--- config.mk ---
export PLATFORM = sky130hd
export DESIGN_NAME = dvsd_arb8
export DESIGN_NICKNAME = d
export VERILOG_FILES = /design/src/rtl/dvsd_arb8.sv
export SDC_FILE = /design/constraint.sdc
export NUM_CORES = 1
export LEC_CHECK = 0
export ABC_AREA = 1
export CAP_MARGIN = 40
export CORE_ASPECT_RATIO = 0.7
export CORE_MARGIN = 10
export CORE_UTILIZATION = 55
export DETAILED_ROUTE_END_ITERATION = 10
export HOLD_SLACK_MARGIN = 0.08
export PLACE_DENSITY_LB_ADDON = 0.15
export SLEW_MARGIN = 20
export SYNTH_ARGS = -nofsm -noshare
export SYNTH_HDL_FRONTEND = slang
export SYNTH_SLANG_ARGS = --single-unit
--- constraint.sdc ---
create_clock -name clk -period 4.65 [get_ports clk]
set_input_delay 0.93 -clock clk [delete_from_list [all_inputs] [get_ports clk]]
set_output_delay 0.93 -clock clk [all_outputs]
set_load 0.01 [all_outputs]
--- src/rtl/dvsd_arb8.sv ---
// ---------------------------------------------------------------------------
// dvsd_arb8 -- 8-requester grant arbiter with hold limit
//
// Purpose:
//   Grants one of eight level-held requesters at a time. A grant is held
//   until the owner strobes done, drops its request, the arbiter is
//   disabled, or the hold counter reaches HOLD_MAX. Every release passes
//   through a one-cycle RELEASE state followed by at least one IDLE cycle.
//
// Configuration:
//   DVSD_ARB_RR_EN  defined   -> round-robin arbitration. The search starts
//                                one below the last-granted index, goes
//                                downward and wraps from 0 to 7.
//                   undefined -> fixed priority, highest index wins.
//
// Parameters:
//   HOLD_MAX  1..255  maximum consecutive cycles a grant is held
//
// Ports:
//   clk     in   1  clock, rising edge
//   rst     in   1  asynchronous active-high reset
//   en      in   1  enable; 0 blocks new grants and releases a held grant
//   req     in   8  request lines, one per requester
//   done    in   1  release strobe from the owner, sampled only in GRANT
//   gnt     out  8  one-hot grant, registered
//   gnt_id  out  3  index of the granted requester, 0 when no grant
//   gs      out  1  high exactly when gnt is non-zero
//   busy    out  1  high in GRANT and RELEASE
//   tmo     out  1  one-cycle pulse when the hold limit forces a release
// ---------------------------------------------------------------------------
module dvsd_arb8 #(
  parameter int HOLD_MAX = 15
) (
  input  logic       clk,
  input  logic       rst,
  input  logic       en,
  input  logic [7:0] req,
  input  logic       done,
  output logic [7:0] gnt,
  output logic [2:0] gnt_id,
  output logic       gs,
  output logic       busy,
  output logic       tmo
);

  localparam logic [7:0] HOLD_LIM = 8'(HOLD_MAX);

  typedef enum logic [1:0] {
    ST_IDLE    = 2'b00,
    ST_GRANT   = 2'b01,
    ST_RELEASE = 2'b10
  } state_t;

  state_t     state_q, state_d;
  logic [7:0] gnt_q, gnt_d;
  logic [2:0] gnt_id_q, gnt_id_d;
  logic       gs_q, gs_d;
  logic       tmo_q, tmo_d;
  logic [7:0] hold_q, hold_d;
  // Low for the first edge after reset so a grant can never land on the
  // very first rising edge following deassertion.
  logic       rdy_q;

  logic [2:0] win_id;
  logic       grant_start;
  logic       owner_req;
  logic       hold_hit;
  logic       release_now;

  // -------------------------------------------------------------------------
  // Winner selection
  // -------------------------------------------------------------------------
`ifdef DVSD_ARB_RR_EN
  logic [2:0] ptr_q, ptr_d;
  logic [2:0] rr_idx;

  // Walk from ptr+0 (lowest priority) up to ptr-1 (highest priority);
  // the last hit in the walk wins, so ptr-1 beats everything and the
  // last-granted requester only wins if nobody else asks.
  always_comb begin
    win_id = ptr_q;
    rr_idx = ptr_q;
    for (int k = 8; k >= 1; k--) begin
      rr_idx = ptr_q - 3'(k);
      if (req[rr_idx]) begin
        win_id = rr_idx;
      end
    end
  end
`else
  // Fixed priority: later (higher) indices overwrite earlier ones.
  always_comb begin
    win_id = 3'd0;
    for (int i = 0; i < 8; i++) begin
      if (req[i]) begin
        win_id = 3'(i);
      end
    end
  end
`endif

  // -------------------------------------------------------------------------
  // Shared conditions
  // -------------------------------------------------------------------------
  assign grant_start = (state_q == ST_IDLE) && en && (|req) && rdy_q;
  assign owner_req   = req[gnt_id_q];
  assign hold_hit    = (hold_q == HOLD_LIM);
  assign release_now = done || !owner_req || !en || hold_hit;

  // -------------------------------------------------------------------------
  // State register (also holds the registered outputs)
  // -------------------------------------------------------------------------
  always_ff @(posedge clk or posedge rst) begin
    if (rst) begin
      state_q  <= ST_IDLE;
      gnt_q    <= 8'h00;
      gnt_id_q <= 3'd0;
      gs_q     <= 1'b0;
      tmo_q    <= 1'b0;
      hold_q   <= 8'h00;
      rdy_q    <= 1'b0;
`ifdef DVSD_ARB_RR_EN
      ptr_q    <= 3'd7;
`endif
    end else begin
      state_q  <= state_d;
      gnt_q    <= gnt_d;
      gnt_id_q <= gnt_id_d;
      gs_q     <= gs_d;
      tmo_q    <= tmo_d;
      hold_q   <= hold_d;
      rdy_q    <= 1'b1;
`ifdef DVSD_ARB_RR_EN
      ptr_q    <= ptr_d;
`endif
    end
  end

  // -------------------------------------------------------------------------
  // Next-state logic
  // -------------------------------------------------------------------------
  always_comb begin
    state_d = ST_IDLE;
    case (state_q)
      ST_IDLE:    state_d = grant_start ? ST_GRANT : ST_IDLE;
      ST_GRANT:   state_d = release_now ? ST_RELEASE : ST_GRANT;
      ST_RELEASE: state_d = ST_IDLE;
      default:    state_d = ST_IDLE;
    endcase
  end

  // -------------------------------------------------------------------------
  // Output / datapath next values
  // -------------------------------------------------------------------------
  always_comb begin
    gnt_d    = 8'h00;
    gnt_id_d = 3'd0;
    gs_d     = 1'b0;
    tmo_d    = 1'b0;
    hold_d   = hold_q;
`ifdef DVSD_ARB_RR_EN
    ptr_d    = ptr_q;
`endif
    case (state_q)
      ST_IDLE: begin
        if (grant_start) begin
          gnt_d    = 8'h01 << win_id;
          gnt_id_d = win_id;
          gs_d     = 1'b1;
          hold_d   = 8'd1;
`ifdef DVSD_ARB_RR_EN
          ptr_d    = win_id;
`endif
        end
      end
      ST_GRANT: begin
        if (release_now) begin
          // Timeout only when the limit is the sole reason for release.
          tmo_d = hold_hit && !done && owner_req && en;
        end else begin
          gnt_d    = gnt_q;
          gnt_id_d = gnt_id_q;
          gs_d     = 1'b1;
          hold_d   = hold_hit ? hold_q : hold_q + 8'd1;
        end
      end
      default: begin
        // RELEASE and the unused encoding drive everything to zero.
      end
    endcase
  end

  assign gnt    = gnt_q;
  assign gnt_id = gnt_id_q;
  assign gs     = gs_q;
  assign tmo    = tmo_q;
  assign busy   = (state_q == ST_GRANT) || (state_q == ST_RELEASE);

endmodule
Word-level counts from Yosys, hierarchy flattened:

Index checks and enable logic that the tools add are counted.

* add/sub/neg operators: 1
* order comparisons: 1
* equal/unequal tests: 7
* shifts and indexed selects: 1
* mux-type cells: 27
* reductions and logical operators: 17

Operator list (number)
* $mux W8: 5
* $pmux W8 S2: 2
* $mux W3: 8
* $add A8 B1 Y8 const B: 1
* $eq A8 B4 Y1 const B: 1
* $ne A2 B2 Y1 const B: 4
* $reduce_or A8 Y1: 1
* $shl A1 B3 Y8 const A: 1
* $mux W1: 7
* $logic_and A1 B1 Y1: 6
* $pmux W3 S2: 1
* $logic_or A1 B1 Y1: 4
* $lt A3 B4 Y1 const B: 1
* $pmux W2 S2: 1
* $reduce_and A4 Y1: 1
* $bmux W1 S3: 1
* $logic_not A1 Y1: 3
* $eq A2 B1 Y1 const B: 1
* $eq A2 B2 Y1 const B: 1
* $logic_not A2 Y1: 1
* $mux W2: 1
* $pmux W1 S2: 1
* $reduce_bool A2 Y1: 1

* register bits: 24
* output and inout port bits: 14

Logic depth before layout (Yosys ltp):

* word-level depth: 10
* mapped depth: 11

Worst setup path before layout:

OpenSTA, ideal clock, no wires.

* kind: in2reg
* start: input port req[3]
* end: register hold_q[1]
* library setup time: 0.117 ns
* arrival: 1.698 ns
* required time: 4.533 ns
* slack: 2.835 ns
* cell stages on the path: 6
* cells stage by stage: nor2_1 nand2_1 o21ai_2 a21oi_4 nand4_1 nand2_1

* longest elaborated chain between the ends: 8
* elaborated cells on any way between the ends: 12
* those cells by class: 2 x eq/ne; 2 x mux; 8 x reduce/logical

Ends and longest elaborated chain
* from (decl): line 37 `input logic [7:0] req,`
* $bmux W1 S3: line 106 `assign owner_req = req[gnt_id_q];`
* $mux W1 (implied by the code): line 106
* $logic_not A1 Y1: line 108 `assign release_now = done || !owner_req || !en || hold_hit;`
* $logic_or A1 B1 Y1 (3 in series): line 108
* $ne A2 B2 Y1 (no line)
* $reduce_and A4 Y1 (no line) *
* to (signal assigned): line 131 `hold_q <= hold_d;`
* to (decl): line 59 `logic [7:0] hold_q, hold_d;`

Every way passes the cells marked *; elsewhere a longest branch is shown, timed or not. The select of a mux whose other input is x is not followed.
A chain may end at the register's enable or synchronous reset.

Final worst setup path:

* start: register state_q[0]
* end: output port busy

* longest elaborated chain between the ends: 2
* elaborated cells on any way between the ends: 3
* those cells by class: 2 x eq/ne; 1 x reduce/logical

Ends and longest elaborated chain
* from (decl): line 54 `state_t state_q, state_d;`
* from (signal assigned): line 126 `state_q <= state_d;`
* $eq A2 B1 Y1 or $eq A2 B2 Y1 (tied branches): line 197 `assign busy = (state_q == ST_GRANT) || (state_q == ST_RELEASE);`
* $logic_or A1 B1 Y1 *: line 197
* to (decl): line 42 `output logic busy,`

Every way passes the cells marked *; elsewhere a longest branch is shown, timed or not.

==> metrics.cfg <==
[yosys]
yosys_register_bits=23
synth-simple-area-share_pct=42.9
ys_types=26
synth_mux_area_share_pct=0
avgSynthCellArea_um2=7.16
synth_xor_area_share_pct=0
synthCells=196
syn-cell-area_mm2=0.00140
synth_nets=211
yosysSeqAreaShare_pct=41.0
synth_top_family_by_area=simple AND/OR/NAND/NOR gates
synth_compound_area_share_pct=5.26
synthAdderAreaFrac_pct=2.68
yosys_warnings=0

[cells_and_area]
drive_gt1_share_pct=7.66
syn_to_final_growth_pct=22.5
num-nets-final=238
postLayoutCoreUtil_pct=70.4
stdcell_count=256
n_antenna_cell=0

[die]
die_area_mm2=0.00500
start_util_pct=57.5
core_mm2=0.00244
pin_count=26
die_x_um=80.4
die_y_um=62.3
fp-row-count=15

[worst_setup_path]
startpoint=state_q[0]
cp.arrival_ps=1570
critPathKind=reg2out
reg2reg_to=hold_q[2]
timing.rr.start=state_q[1]
worstSetupStartpointType=flop
ff2ff_setup_slack_ps=2530
r2r_cells=8
crit_path_end_kind=output pin
path_max_fanout=3
critPathCapture=busy
required_ps=3720

[clock_network]
cts.path.max_buffers=2
h-tree-depth=1
postCtsSetupBuffers=0
clock_tree.root_cell=clkbuf_4
cts.hold.buffers_added=0
cts_tree=built
cts-resized-gates=0
clkTransAtPathRegs_ps=120
cts.sinks=23
cts_buffers=3
clock_latency_ps=300

[placed_design]
hpwl_um=2630
dp_worst_setup_slack_ps=2050
portBuffers=25
placed_cells=252
gp_congestion=0.853

[power]
power_density_mw_per_mm2=240
irDropWorstVdd_mv=0.213
cellLeakagePower_nw=0.868

[global_routing]
grtUsageTotal_pct=13.4
grt_pass1_wl_um=5550
grt_pass1_vias=1179
grt-ovfl-total=0
antenna_found_initial=0
grt_max_degree=21

[sta]
finalWorstSetupSlack_ps=2150
tightest_slew_ps=761
hold_viol=0
setup_tns_ps=0
final.period_utilization_pct=53.7
rsz0062_at_grt=no
clock_skew_ps=7.28
fin_crit_ps=2500
clock.fmax_mhz=401
drv_slew=0
max-slew-margin-rel_pct=49.2
setup_viol=0

[route]
wire_per_inst_um=12.9
dr.pass1.iters=4
viasPerCell=5.20
num_vias=1330
remaining_drc_errors=0
wirelength_um=3290
drtAntennaViolNets=0
drt_iter0_markers=122

[job]
maxCapViolCount=0

[run_status]
status=complete, no violations

[worst_hold_path]
hp-class=reg2reg

-- cells by family (layout without fill, tap and decap cells) --
| group | count (synthesis) | count (layout) |
|---|---|---|
| buf+inv | 25 | 51 |
| fa+ha+maj | 3 | 3 |
| other cells | 1 | 1 |
| compound gates | 11 | 11 |
| simple gates | 133 | 133 |
| flops | 23 | 23 |
-- metrics by stage --
step | area, um^2 | hold slack, ps | power (mW)
2_1_floorplan | 1400 | 463 | 0.287
3_3_place_gp | 1660 | 481 | 0.320
3_5_place_dp | 1690 | 502 | 0.327
4_1_cts | 1720 | 529 | 0.413
5_1_grt | 1720 | 555 | 0.436
6_report | 1720 | 523 | 0.411
-- routing by layer --
layer  global-route usage (%)  wire length (um)  up-vias
met5                        0                 0        -
met3                     5.03               234        4
met2                     19.1              1470       37
met4                     1.75                26        0
li1                         -                 -      678
met1                     18.9              1560      611
-- power breakdown --
part           total, mW  switching (mW)  internal [mW]
clock             0.0886          0.0551         0.0334
combinational      0.106          0.0637         0.0422
sequential         0.217         0.00822          0.209
-- Yosys cell counts (all sizes together) --
master | n | share of area, %
nand2 | 64 | 19
nand3 | 29 | 11
nor2 | 27 | 7.9
dfrtp | 23 | 41
inv | 21 | 5.6
nor3 | 6 | 2.1
o21ai | 6 | 2.7
a21oi | 5 | 2.6
nand4 | 4 | 1.8
buf | 3 | 1.7
ha | 3 | 2.7
and3 | 1 | 0.45
clkbuf | 1 | 0.54
conb | 1 | 0.27
nor3b | 1 | 0.54
or2 | 1 | 0.45
-- area by class of cell --
cell class / count / area, um^2
inverters: 21 / 78.8
repair buffers: 26 / 278
multi-input cells: 148 / 717
well taps: 34 / 42.5
flip-flops and latches: 23 / 576
clock buffers: 4 / 26.3
fillers: 205 / 722
-- worst max-delay path: stages, from the launching register on --
cell and delay, ps:
dfrtp_1 400, inv_1 60, ha_1 280, clkdlybuf4s50_1 530
-- worst min-delay path by stage --
| stage | startpoint | end | slack, ps | cells past startpoint |
|---|---|---|---|---|
| 2_1_floorplan | hold_q[3] | hold_q[3] | 460 | 2 |
| 3_3_place_gp | hold_q[3] | hold_q[3] | 480 | 2 |
| 3_5_place_dp | gnt[5] | gnt[5] | 500 | 2 |
| 4_1_cts | gnt[3] | gnt[3] | 530 | 2 |
| 5_1_grt | gnt[5] | gnt[5] | 560 | 2 |
| 6_report | gnt[3] | gnt[3] | 520 | 2 |
-- placed cells by master (no fill, tap or decap), types with 2 or more instances in the layout --
cell and instances:
nor3_1 6, o21ai_0 4, clkbuf_4 3, nand3_1 27, o21ai_2 2, nand2_4 2
nand2_2 2, clkdlybuf4s50_1 25, nand4_1 4, nand2_1 60, a21oi_1 4, nor2_1 25
inv_1 20, nand3_2 2, dfrtp_1 23, ha_1 3
-- flip-flops by register name, summed over array words and instances, names as in the netlist --
signal   cells
state_q      2
gnt          8
tmo          1
hold_q       8
gnt_id       3
rdy_q        1
No activity file was read; power rests on OpenSTA's default activity.
